### config.mk
export PLATFORM = sky130hd
export DESIGN_NAME = ex_mem_skid_reg
export DESIGN_NICKNAME = d
export VERILOG_FILES = /design/src/rtl/ex_mem_skid_reg.sv
export SDC_FILE = /design/constraint.sdc
export NUM_CORES = 1
export LEC_CHECK = 0
export CAP_MARGIN = 20
export CORE_ASPECT_RATIO = 0.6
export CORE_MARGIN = 8
export CORE_UTILIZATION = 35
export CTS_BUF_LIST = sky130_fd_sc_hd__clkbuf_16
export CTS_CLUSTER_DIAMETER = 50
export CTS_CLUSTER_SIZE = 8
export DETAILED_ROUTE_END_ITERATION = 8
export MAX_ROUTING_LAYER = met4
export SYNTH_ARGS = -nofsm -noshare
export SYNTH_HDL_FRONTEND = slang
export SYNTH_SLANG_ARGS = --single-unit
### constraint.sdc
create_clock -name clk -period 4.8 [get_ports clk]
set_clock_uncertainty 0.05 [all_clocks]
set_input_delay 0.48 -clock clk [delete_from_list [all_inputs] [get_ports clk]]
set_output_delay 0.48 -clock clk [all_outputs]
set_load 0.05 [all_outputs]
### src/rtl/ex_mem_skid_reg.sv
// EX/MEM pipeline boundary register with a 2-entry skid buffer.
// The main entry (M) drives the memory stage. The skid entry (S) catches the
// one beat that EX can still push after MEM stalls. in_ready is a flop, so
// there is no combinational path from out_ready back into EX.
// The branch-taken decision is resolved once, when the beat is captured.
module ex_mem_skid_reg #(
    parameter int DATA_W = 32,
    parameter int REG_W  = 5
) (
    input  logic              clk,
    input  logic              rst_n,
    input  logic              in_valid,
    output logic              in_ready,
    input  logic [DATA_W-1:0] in_alu_result,
    input  logic              in_zero,
    input  logic [DATA_W-1:0] in_store_data,
    input  logic [REG_W-1:0]  in_rd,
    input  logic [3:0]        in_ctrl,
    input  logic              in_branch,
    input  logic              flush,
    output logic              out_valid,
    input  logic              out_ready,
    output logic [DATA_W-1:0] out_alu_result,
    output logic [DATA_W-1:0] out_store_data,
    output logic [REG_W-1:0]  out_rd,
    output logic [3:0]        out_ctrl,
    output logic              out_branch_taken,
    output logic [1:0]        occupancy
);

    // Packed payload: {alu_result, store_data, rd, ctrl, branch_taken}
    localparam int PW = 2 * DATA_W + REG_W + 5;

    typedef enum logic [1:0] {
        ST_EMPTY = 2'd0,
        ST_ONE   = 2'd1,
        ST_FULL  = 2'd2
    } state_t;

    state_t          state_r;
    state_t          state_next_s;
    logic [PW-1:0]   m_data_r;
    logic [PW-1:0]   s_data_r;
    logic [PW-1:0]   in_data_s;
    logic            in_ready_r;
    logic            out_valid_r;
    logic [1:0]      occupancy_r;
    logic            accept_s;
    logic            drain_s;
    logic            load_m_in_s;
    logic            load_s_in_s;
    logic            move_s_m_s;

    assign accept_s  = in_valid & in_ready_r;
    assign drain_s   = out_valid_r & out_ready;
    assign in_data_s = {in_alu_result, in_store_data, in_rd, in_ctrl, in_branch & in_zero};

    // Next-state logic; flush overrides everything and empties the buffer
    always_comb begin
        state_next_s = state_r;
        if (flush) begin
            state_next_s = ST_EMPTY;
        end else begin
            case (state_r)
                ST_EMPTY: begin
                    if (accept_s) state_next_s = ST_ONE;
                    else          state_next_s = ST_EMPTY;
                end
                ST_ONE: begin
                    if (accept_s && !drain_s)      state_next_s = ST_FULL;
                    else if (!accept_s && drain_s) state_next_s = ST_EMPTY;
                    else                           state_next_s = ST_ONE;
                end
                ST_FULL: begin
                    if (drain_s) state_next_s = ST_ONE;
                    else         state_next_s = ST_FULL;
                end
                default: state_next_s = ST_EMPTY;
            endcase
        end
    end

    // Datapath steering: which payload register loads from where this cycle
    always_comb begin
        load_m_in_s = 1'b0;
        load_s_in_s = 1'b0;
        move_s_m_s  = 1'b0;
        if (!flush) begin
            case (state_r)
                ST_EMPTY: load_m_in_s = accept_s;
                ST_ONE: begin
                    load_m_in_s = accept_s & drain_s;
                    load_s_in_s = accept_s & ~drain_s;
                end
                ST_FULL:  move_s_m_s  = drain_s;
                default: begin
                    load_m_in_s = 1'b0;
                    load_s_in_s = 1'b0;
                    move_s_m_s  = 1'b0;
                end
            endcase
        end else begin
            load_m_in_s = 1'b0;
            load_s_in_s = 1'b0;
            move_s_m_s  = 1'b0;
        end
    end

    // State register plus flopped handshake/occupancy outputs derived from next state
    always_ff @(posedge clk or negedge rst_n) begin
        if (!rst_n) begin
            state_r     <= ST_EMPTY;
            in_ready_r  <= 1'b1;
            out_valid_r <= 1'b0;
            occupancy_r <= 2'd0;
        end else begin
            state_r     <= state_next_s;
            in_ready_r  <= (state_next_s != ST_FULL);
            out_valid_r <= (state_next_s != ST_EMPTY);
            case (state_next_s)
                ST_EMPTY: occupancy_r <= 2'd0;
                ST_ONE:   occupancy_r <= 2'd1;
                ST_FULL:  occupancy_r <= 2'd2;
                default:  occupancy_r <= 2'd0;
            endcase
        end
    end

    // Payload registers: change only when a load or skid-to-main move happens
    always_ff @(posedge clk or negedge rst_n) begin
        if (!rst_n) begin
            m_data_r <= {PW{1'b0}};
            s_data_r <= {PW{1'b0}};
        end else begin
            if (load_m_in_s)     m_data_r <= in_data_s;
            else if (move_s_m_s) m_data_r <= s_data_r;
            else                 m_data_r <= m_data_r;
            if (load_s_in_s)     s_data_r <= in_data_s;
            else                 s_data_r <= s_data_r;
        end
    end

    assign in_ready         = in_ready_r;
    assign out_valid        = out_valid_r;
    assign occupancy        = occupancy_r;
    assign out_alu_result   = m_data_r[PW-1 -: DATA_W];
    assign out_store_data   = m_data_r[PW-1-DATA_W -: DATA_W];
    assign out_rd           = m_data_r[REG_W+4 -: REG_W];
    assign out_ctrl         = m_data_r[4:1];
    assign out_branch_taken = m_data_r[0];

endmodule

Word level (Yosys, flattened, before mapping)
Cells that the tools add are included.
Storage, ports and cells
  flip-flop bits (word level): 154
  bits of input ports: 80
  output and inout port bits: 78
  logic and storage cells: 39
Cells by class
  eq/ne operators: 5
  muxes and demuxes: 15
  bitwise logic cells: 6
  reductions and logical operators: 7
Operators with widths (number)
  74-bit 2-to-1 mux: 2
  1-bit 2-to-1 mux: 7
  2-bit 2-to-1 mux: 3
  2-bit one-hot mux with 3 select lines: 1
  1-bit bitwise AND: 5
  2-bit by 1-bit equality test with 1-bit output (second input constant): 2
  2-bit equality test (second input constant): 2
  2-bit one-hot mux with 2 select lines: 1
  2-bit nonzero test: 2
  1-bit logical AND: 2
  1-bit zero test: 2
  2-bit zero test: 1
  2-bit inequality test (second input constant): 1
  1-bit one-hot mux with 2 select lines: 1
  1-bit NOT: 1

Logic depth before layout (Yosys ltp)
Gate-level depths: netlist (run 1).
  depth in word-level cells: 9
  depth in mapped cells: 8
  mapped depth without buffers: 6

Least setup slack after synthesis (run 1)
No wires, ideal clock.
  path type: reg-to-reg
  from: register in_ready_r, in the netlist in_ready
  to: register s_data_r[64]
  setup time: 0.125 ns
  arrival: 1.857 ns
  data required time: 4.625 ns
  setup slack: 2.768 ns
  cell stages (with the launch flop): 8
  path buffers: 2
  clock period less this slack: 2.032 ns
  cell sequence: dfstp_2 > and2_1 > ha_1 > nand3b_1 > nor2_1 > buf_4 > buf_6 > mux2_2
On the way
  cells in the longest elaborated chain, start to end: 4
RTL lines
  start, declared: RTL line 45  | logic in_ready_r;
  start signal, assigned: RTL line 118  | in_ready_r <= (state_next_s != ST_FULL);
  1-bit bitwise AND: RTL line 54  | assign accept_s = in_valid & in_ready_r;
  1-bit bitwise AND: RTL line 93  | load_s_in_s = accept_s & ~drain_s;
  1-bit 2-to-1 mux: RTL line 89  | case (state_r)
  1-bit 2-to-1 mux: RTL line 88  | if (!flush) begin
  end signal, assigned: RTL line 133  | s_data_r <= {PW{1'b0}};
  end signal, assigned: RTL line 138  | if (load_s_in_s) s_data_r <= in_data_s;
  end signal, assigned: RTL line 139  | else s_data_r <= s_data_r;
  end, declared: RTL line 43  | logic [PW-1:0] s_data_r;
Every way passes these cells.
A chain may end at the register's enable or synchronous reset.

Final worst setup path (run 1)
  from: register in_ready_r, in the netlist in_ready
  to: register s_data_r[50]
The elaborated chain is that of the path after synthesis.

==> flow_metrics.env, run 1 <==
export IMPL_synth_seq_cells=154
export IMPL_combPwrFrac=0.341
export IMPL_max_freq_mhz=367
export IMPL_yosysTopAreaCell="dfrtp_1"
export IMPL_switching_share=0.362
export IMPL_synth_area_per_cell_sq_um=11.2
export IMPL_numCtsBuffers=17
export IMPL_outcome="complete, no violations"
export IMPL_io_pin_count=158
export IMPL_diodes=0
export IMPL_cp_required_ns=5.05
export IMPL_wl_per_cell_um=21.4
export IMPL_drcViolationCount=0
export IMPL_cts_hold_buffers=0
export IMPL_fin_setup_tns_ns=0
export IMPL_fin_crit_ns=2.72
export IMPL_grt_pass1_vias=6188
export IMPL_drt_iter0_markers=518
export IMPL_cp_max_fo=43
export IMPL_final_layout_size_suffix_gt1_frac=0.161
export IMPL_drv_cap=0
export IMPL_holdWs_ns=0.118
export IMPL_dp_slack_ns=1.67
export IMPL_ys_dominant_reg_cell="dfrtp_1"
export IMPL_vias=5937
export IMPL_pwr_share_clk=0.264
export IMPL_grt_max_degree=107
export IMPL_start_util=0.354
export IMPL_antenna_found_initial=0
export IMPL_area_growth_synth_to_final_pct=32.0
export IMPL_yosys_warnings=0
export IMPL_dpl_cell_area_sq_um=8670
export IMPL_gp_congestion=0.828
export IMPL_switchingPower_mw=1.84
export IMPL_synth_commonest_cells="dfrtp_1, a31oi_1, nand3_1, o21ai_0"
export IMPL_crit_slowest_cell="nor2_4"
export IMPL_clkSlewWorstSetupHoldPaths_ns=0.07
export IMPL_critical_path_class="register to register"
export IMPL_hold_violations=0
export IMPL_seq_area_sq_um=3850
export IMPL_post_route_util=0.467
export IMPL_worstMarginPinSlew_ns=0.993
export IMPL_clock_sinks=154
export IMPL_synth_most_common_cell="dfrtp_1"
export IMPL_totalWireLength_mm=21.9
export IMPL_cts_resized_gates=0
export IMPL_htree_num_levels=4
export IMPL_start_kind="register"
export IMPL_p_leak_nw=3.40
export IMPL_slew_viol_final=0
export IMPL_finalNetCount=822
export IMPL_power_frac_seq=0.395
export IMPL_cts_tree="yes"
export IMPL_yosysUniqueCellTypes=31
export IMPL_post_route_period_util=0.567
export IMPL_power_density_nw_per_um2=549
export IMPL_critPathArrivalTime_ns=2.97
export IMPL_slew_limit_headroom=0.336
export IMPL_root_buffer="clkbuf_16"
export IMPL_design_area_sq_um=9250
export IMPL_synth_edf_count=0
export IMPL_syn_num_nets=707
export IMPL_yosysSeqAreaShare=0.550
export IMPL_grt_pass1_wl_mm=34.8
export IMPL_synth_area_sq_um=7010
export IMPL_setup_violations=0
export IMPL_multi_input_area_sq_um=2780
export IMPL_hpwl_mm=13.5
export IMPL_portBuffers=157
export IMPL_ant_nets=0
export IMPL_cp_cell_sequence="and2_1 -> ha_1 -> nand3b_1 -> nor2_4 -> buf_12 -> mux2_2"
export IMPL_dieArea_sq_um=25000
export IMPL_vdd_drop_max_mv=0.233
export IMPL_hold_path_class="input pin to asynchronous set/reset pin"
export IMPL_vias_per_cell=5.79
export IMPL_internal_power_mw=3.24
export IMPL_core_area_sq_um=19800
export IMPL_nFillCells=1830
export IMPL_cts_setup_buffers=0
export IMPL_max_clock_path_buffers=2
export IMPL_die_w_um=199
export IMPL_async_flop_share=1.00
export IMPL_grt_use_total=0.180
export IMPL_synth_area_leaders="dfrtp_1, mux2_2, a211oi_1, a31oi_1, nand3_1"
export IMPL_rows=40
export IMPL_syn_inst=625
export IMPL_max_stage_delay_ns=0.78
export IMPL_fin_ws_ns=2.08
export IMPL_drt_pass1_iter_count=5
export IMPL_die_y_um=126
export IMPL_synth_top_area_share=0.546
export IMPL_rsz0062_at_grt="no"
export IMPL_grt_ovfl_total=0
export IMPL_endpoint_kind="register"
export IMPL_clkLatencyLatePin_ns=0.42
critical path: cells and delay by family, from the launching register on:
family                   cells  cell delay (ns)
flip-flops                   1             0.57
AND/OR/NAND/NOR              3             1.07
buffers and inverters        1             0.35
adder cells (fa/ha/maj)      1             0.15
multiplexers                 1             0.37
per-stage QoR:
step                      total power, mW  std cells
after floorplan                      3.10        625
after global placement               3.71        993
after detailed placement             3.76        994
after CTS                            5.12       1026
after global routing                 5.31       1026
final                                5.08       1026
power groups by stage:
| stage | Combinational [mW] | Clock [mW] | Sequential (mW) |
|---|---|---|---|
| final | 1.73 | 1.34 | 2.01 |
| after global routing | 1.83 | 1.42 | 2.06 |
| after detailed placement | 1.74 | 0 | 2.02 |
| after global placement | 1.70 | 0 | 2.00 |
| after floorplan | 0.529 | 0 | 2.57 |
| after CTS | 1.74 | 1.37 | 2.00 |
state kept, by name, indices dropped and copies added (netlist names):
name       cells
in_ready       1
m_data_r      74
occupancy      2
out_valid      1
s_data_r      74
state_r        2
logic make-up after synthesis:
group,Yosys count,synth area share
AOI/OAI and AO/OA,227,0.204
buffers and inverters,77,0.0555
and+or+nand+nor,91,0.0682
DFF,154,0.550
muxes,74,0.119
adders and majority gates,2,0.00357
layer usage:
| layer | part of all wire | GRT usage | wire length (um) | vias to the layer above |
|---|---|---|---|---|
| met3 | 0.075 | 0.0476 | 1650 | 17 |
| li1 | - | - | - | 2612 |
| met5 | 0 | - | 0 | - |
| met1 | 0.49 | 0.256 | 10800 | 3040 |
| met2 | 0.42 | 0.248 | 9300 | 268 |
| met4 | 0.0067 | 0.0486 | 147 | 0 |
cells in the final DEF, fill, tap and decap left out, types with 2 or more instances in the layout:
cell type / instances
nand3_1: 74
o21ai_0: 74
nand2_1: 3
a31oi_1: 74
nand3b_1: 2
clkdlybuf4s50_1: 155
dfrtp_1: 153
inv_6: 2
bufinv_16: 3
clkinv_1: 5
inv_1: 4
clkbuf_16: 17
clkinv_2: 2
buf_12: 2
buf_4: 10
a211oi_1: 73
nor2_1: 2
mux2_2: 73
ha_1: 2
path summary, 6_finish.rpt:
kind                                    from      endpoint  slack [ns]  cells past startpoint
worst max-delay path                in_ready  s_data_r[50]        2.08                      6
worst min-delay path                   rst_n  m_data_r[68]        0.12                      1
min in group clk                s_data_r[30]  s_data_r[30]        0.46                      1
max in group asynchronous              rst_n      in_ready        3.56                      2
worst max register to register      in_ready  s_data_r[50]        2.08                      6
worst min register to register  s_data_r[30]  s_data_r[30]        0.46                      1
final cells by class:
type / count / share of cell area
sequential: 154 / 0.417
clock inverter: 15 / 0.0169
clock buffer: 17 / 0.0460
multi-input combinational: 394 / 0.300
inverter: 4 / 0.00162
tap: 273 / 0.0369
timing repair buffer: 169 / 0.182
No activity file was read; power rests on OpenSTA's default activity.
==> inputs of run 2 (changes only) <==
Clock period 4.8 ns to 2.4 ns, I/O delays scaled along.
==> flow_metrics.env, run 2 (synthesized netlist as in run 1, its figures left out) <==
export IMPL_nFillCells=1790
export IMPL_max_clock_path_buffers=2
export IMPL_worstMarginPinSlew_ns=0.671
export IMPL_ant_nets=0
export IMPL_diodes=0
export IMPL_crit_family="buffers and inverters"
export IMPL_cp_num_buf_inv=1
export IMPL_dp_slack_ns=0.179
export IMPL_critical_path_class="register to output port"
export IMPL_drcViolationCount=0
export IMPL_cp_cell_sequence="clkdlybuf4s50_1"
export IMPL_grt_pass1_wl_mm=35.5
export IMPL_cts_tree="yes"
export IMPL_max_freq_mhz=481
export IMPL_drt_pass1_iter_count=4
export IMPL_final_cell_mix="clkdlybuf4s50_1, dfrtp_1, nand3_1, o21ai_0, a31oi_1"
export IMPL_die_y_um=126
export IMPL_internal_power_mw=6.52
export IMPL_gp_congestion=0.781
export IMPL_layout_commonest_cell="clkdlybuf4s50_1"
export IMPL_root_buffer="clkbuf_16"
export IMPL_rsz0062_at_grt="no"
export IMPL_grt_ovfl_total=0
export IMPL_power_density_nw_per_um2=1080
export IMPL_fin_ws_ns=0.321
export IMPL_core_area_sq_um=19800
export IMPL_drv_cap=0
export IMPL_reg_top3="m_data_r (74), s_data_r (74)"
export IMPL_holdWs_ns=0.231
export IMPL_fin_setup_tns_ns=0
export IMPL_antenna_found_initial=0
export IMPL_slew_limit_headroom=0.553
export IMPL_clkSlewWorstSetupHoldPaths_ns=0.06
export IMPL_hold_path_class="input pin to asynchronous set/reset pin"
export IMPL_cp_max_fo=3
export IMPL_io_pin_count=158
export IMPL_clock_sinks=154
export IMPL_grt_max_degree=76
export IMPL_pwr_share_clk=0.264
export IMPL_vias=5852
export IMPL_cts_setup_buffers=0
export IMPL_vdd_drop_max_mv=0.524
export IMPL_grt_pass1_vias=6174
export IMPL_portBuffers=157
export IMPL_start_util=0.354
export IMPL_p_leak_nw=3.50
export IMPL_outcome="complete, no violations"
export IMPL_switchingPower_mw=3.71
export IMPL_power_frac_seq=0.392
export IMPL_final_layout_size_suffix_gt1_frac=0.172
export IMPL_switching_share=0.363
export IMPL_post_route_util=0.477
export IMPL_cts_resized_gates=0
export IMPL_drt_iter0_markers=488
export IMPL_crit_slowest_cell="clkdlybuf4s50_1"
export IMPL_endpoint_kind="output port"
export IMPL_wl_per_cell_um=21.2
export IMPL_design_area_sq_um=9440
export IMPL_start_kind="register"
export IMPL_fin_crit_ns=2.08
export IMPL_htree_num_levels=4
export IMPL_hold_violations=0
export IMPL_fin_cells=1034
export IMPL_dp_cells=1001
export IMPL_dieArea_sq_um=25000
export IMPL_post_route_period_util=0.866
export IMPL_area_growth_synth_to_final_pct=34.7
export IMPL_clkLatencyLatePin_ns=0.42
export IMPL_vias_per_cell=5.66
export IMPL_dpl_cell_area_sq_um=8850
export IMPL_critPathArrivalTime_ns=1.79
export IMPL_numCtsBuffers=17
export IMPL_grt_use_total=0.183
export IMPL_hpwl_mm=13.9
export IMPL_max_stage_delay_ns=0.81
export IMPL_combPwrFrac=0.344
export IMPL_setup_violations=0
export IMPL_totalWireLength_mm=21.9
export IMPL_finalNetCount=830
export IMPL_die_w_um=199
export IMPL_rows=40
export IMPL_slew_viol_final=0
export IMPL_cp_required_ns=2.11
export IMPL_p_total_mw=10.2
run 2: changes by cell type in the layout (fill, tap and decap cells not counted):
cell | before | now
inv_1 | 4 | 5
dlygate4sd3_1 | 0 | 1
clkinv_2 | 2 | 5
buf_4 | 10 | 7
clkinv_4 | 1 | 3
inv_6 | 2 | 0
buf_12 | 2 | 12
clkinv_1 | 5 | 1
run 2: layout make-up:
cell class                      instances  area, sq um  share of cell area
Tap cell                              273          342              0.0362
Timing Repair Buffer                  177         1870               0.198
Inverter                                4         15.0             0.00159
Clock inverter                         15          160              0.0170
Clock buffer                           17          425              0.0450
Multi-Input combinational cell        394         2780               0.294
Sequential cell                       154         3850               0.408
run 2: final timing paths:
kind	startpoint	to	slack (ns)	cells after the start
min in group clk	flush	state_r[1]	0.28	3
worst max-delay path	in_ready	in_ready	0.32	1
max in group asynchronous	rst_n	in_ready	1.42	3
worst min register to register	s_data_r[14]	s_data_r[14]	0.46	1
worst max register to register	in_ready	s_data_r[9]	0.40	6
worst min-delay path	rst_n	m_data_r[70]	0.23	2
run 2: what timing repair did:
item | in CTS | in global routing
hold endpoints to repair | 29 | 0
endpoints found under the setup margin | 0 | 0
hold buffers | 1 | 0
run 2: power by group through the flow:
stage | clock (mW) | combinational, mW | sequential, mW
after CTS | 2.76 | 3.54 | 4.01
after global routing | 2.88 | 3.72 | 4.13
final | 2.70 | 3.52 | 4.01
after floorplan | 0 | 1.06 | 5.14
after detailed placement | 0 | 3.53 | 4.04
after global placement | 0 | 3.45 | 4.01
run 2: routing by layer:
| metal | wire [um] | vias to the layer above | GRT usage |
|---|---|---|---|
| met2 | 9080 | 247 | 0.242 |
| met4 | 200 | 0 | 0.0499 |
| met1 | 10800 | 2959 | 0.270 |
| li1 | - | 2625 | - |
| met3 | 1770 | 21 | 0.0479 |
| met5 | 0 | - | - |
==> inputs of run 3 (changes only) <==
Settings changed: CTS_BUF_LIST sky130_fd_sc_hd__clkbuf_16 to not set.
==> flow_metrics.env, run 3 (synthesized netlist as in run 1, its figures left out) <==
export IMPL_outcome="complete, no violations"
export IMPL_io_pin_count=158
export IMPL_clock_sinks=154
export IMPL_critical_path_class="register to output port"
export IMPL_dpl_cell_area_sq_um=8850
export IMPL_totalWireLength_mm=21.9
export IMPL_cts_hold_buffers=1
export IMPL_max_freq_mhz=481
export IMPL_pwr_share_clk=0.267
export IMPL_power_density_nw_per_um2=1090
export IMPL_dieArea_sq_um=25000
export IMPL_finalNetCount=830
export IMPL_switching_share=0.361
export IMPL_vias_per_cell=5.65
export IMPL_clkLatencyLatePin_ns=0.42
export IMPL_portBuffers=157
export IMPL_cts_setup_buffers=0
export IMPL_antenna_found_initial=0
export IMPL_switchingPower_mw=3.71
export IMPL_drcViolationCount=0
export IMPL_rows=40
export IMPL_p_leak_nw=3.50
export IMPL_max_clock_path_buffers=2
export IMPL_layout_commonest_cell="clkdlybuf4s50_1"
export IMPL_gp_congestion=0.781
export IMPL_cp_max_fo=3
export IMPL_critPathArrivalTime_ns=1.79
export IMPL_cp_num_buf_inv=1
export IMPL_endpoint_kind="output port"
export IMPL_rsz0062_at_grt="no"
export IMPL_cts_resized_gates=0
export IMPL_max_stage_delay_ns=0.81
export IMPL_grt_pass1_vias=6174
export IMPL_grt_pass1_wl_mm=35.5
export IMPL_combPwrFrac=0.342
export IMPL_grt_use_total=0.183
export IMPL_htree_num_levels=4
export IMPL_cts_tree="yes"
export IMPL_crit_family="buffers and inverters"
export IMPL_start_kind="register"
export IMPL_vdd_drop_max_mv=0.524
export IMPL_setup_violations=0
export IMPL_core_area_sq_um=19800
export IMPL_wl_per_cell_um=21.2
export IMPL_drv_cap=0
export IMPL_grt_ovfl_total=0
export IMPL_slew_limit_headroom=0.554
export IMPL_worstMarginPinSlew_ns=0.669
export IMPL_crit_slowest_cell="clkdlybuf4s50_1"
export IMPL_hold_violations=0
export IMPL_hold_path_class="input pin to asynchronous set/reset pin"
export IMPL_internal_power_mw=6.56
export IMPL_numCtsBuffers=17
export IMPL_drt_iter0_markers=487
export IMPL_cp_required_ns=2.11
export IMPL_final_cell_mix="clkdlybuf4s50_1, dfrtp_1, nand3_1, o21ai_0, a31oi_1"
export IMPL_start_util=0.354
export IMPL_reg_top3="m_data_r (74), s_data_r (74)"
export IMPL_fin_setup_tns_ns=0
export IMPL_power_frac_seq=0.391
export IMPL_clkSlewWorstSetupHoldPaths_ns=0.06
export IMPL_drt_pass1_iter_count=4
export IMPL_slew_viol_final=0
export IMPL_root_buffer="clkbuf_16"
export IMPL_post_route_period_util=0.866
export IMPL_cp_cell_sequence="clkdlybuf4s50_1"
export IMPL_grt_max_degree=76
export IMPL_design_area_sq_um=9450
export IMPL_fin_crit_ns=2.08
export IMPL_die_w_um=199
export IMPL_hpwl_mm=13.9
export IMPL_vias=5841
export IMPL_area_growth_synth_to_final_pct=34.9
export IMPL_ant_nets=0
export IMPL_final_layout_size_suffix_gt1_frac=0.173
export IMPL_die_y_um=126
export IMPL_diodes=0
run 3: path summary, 6_finish.rpt:
path	start	end	slack [ns]	cells after the start
min in group clk	flush	state_r[1]	0.29	3
min reg2reg	s_data_r[13]	s_data_r[13]	0.45	1
max in group asynchronous	rst_n	in_ready	1.42	3
min	rst_n	m_data_r[70]	0.23	2
max reg2reg	in_ready	s_data_r[9]	0.40	6
max	in_ready	in_ready	0.32	1
run 3: stage by stage:
step                      total power [mW]  worst slack [ns]  instances   util  hold WS (ns)
after floorplan                       6.20             0.368        625      -        -0.106
after global placement                7.46             0.221       1001  0.446         0.105
after detailed placement              7.57             0.179       1001  0.446        0.0995
after CTS                             10.4             0.302       1034  0.477         0.220
after global routing                  10.8             0.293       1034  0.477         0.247
final                                 10.3             0.321       1034  0.477         0.231
run 3: area by class of cell:
| class | count | area [sq um] |
|---|---|---|
| repair buffers | 177 | 1870 |
| well taps | 273 | 342 |
| inverters | 4 | 15.0 |
| flip-flops and latches | 154 | 3850 |
| multi-input cells | 394 | 2780 |
| clock inverters | 12 | 149 |
| fillers | 1788 | 10400 |
| clock buffers | 20 | 447 |
run 3: power by group through the flow:
stage          clock network [mW]  logic (mW)  registers, mW
5_1_grt                      2.92        3.72           4.13
6_report                     2.74        3.52           4.01
4_1_cts                      2.80        3.54           4.01
3_3_place_gp                    0        3.45           4.01
3_5_place_dp                    0        3.53           4.04
2_1_floorplan                   0        1.06           5.14
run 3: layer usage:
metal / part of all wire / GRT usage / vias to the layer above
met5: 0 / - / -
met4: 0.0091 / 0.0499 / 0
met3: 0.079 / 0.0479 / 21
met2: 0.42 / 0.242 / 232
met1: 0.50 / 0.270 / 2965
li1: - / - / 2623
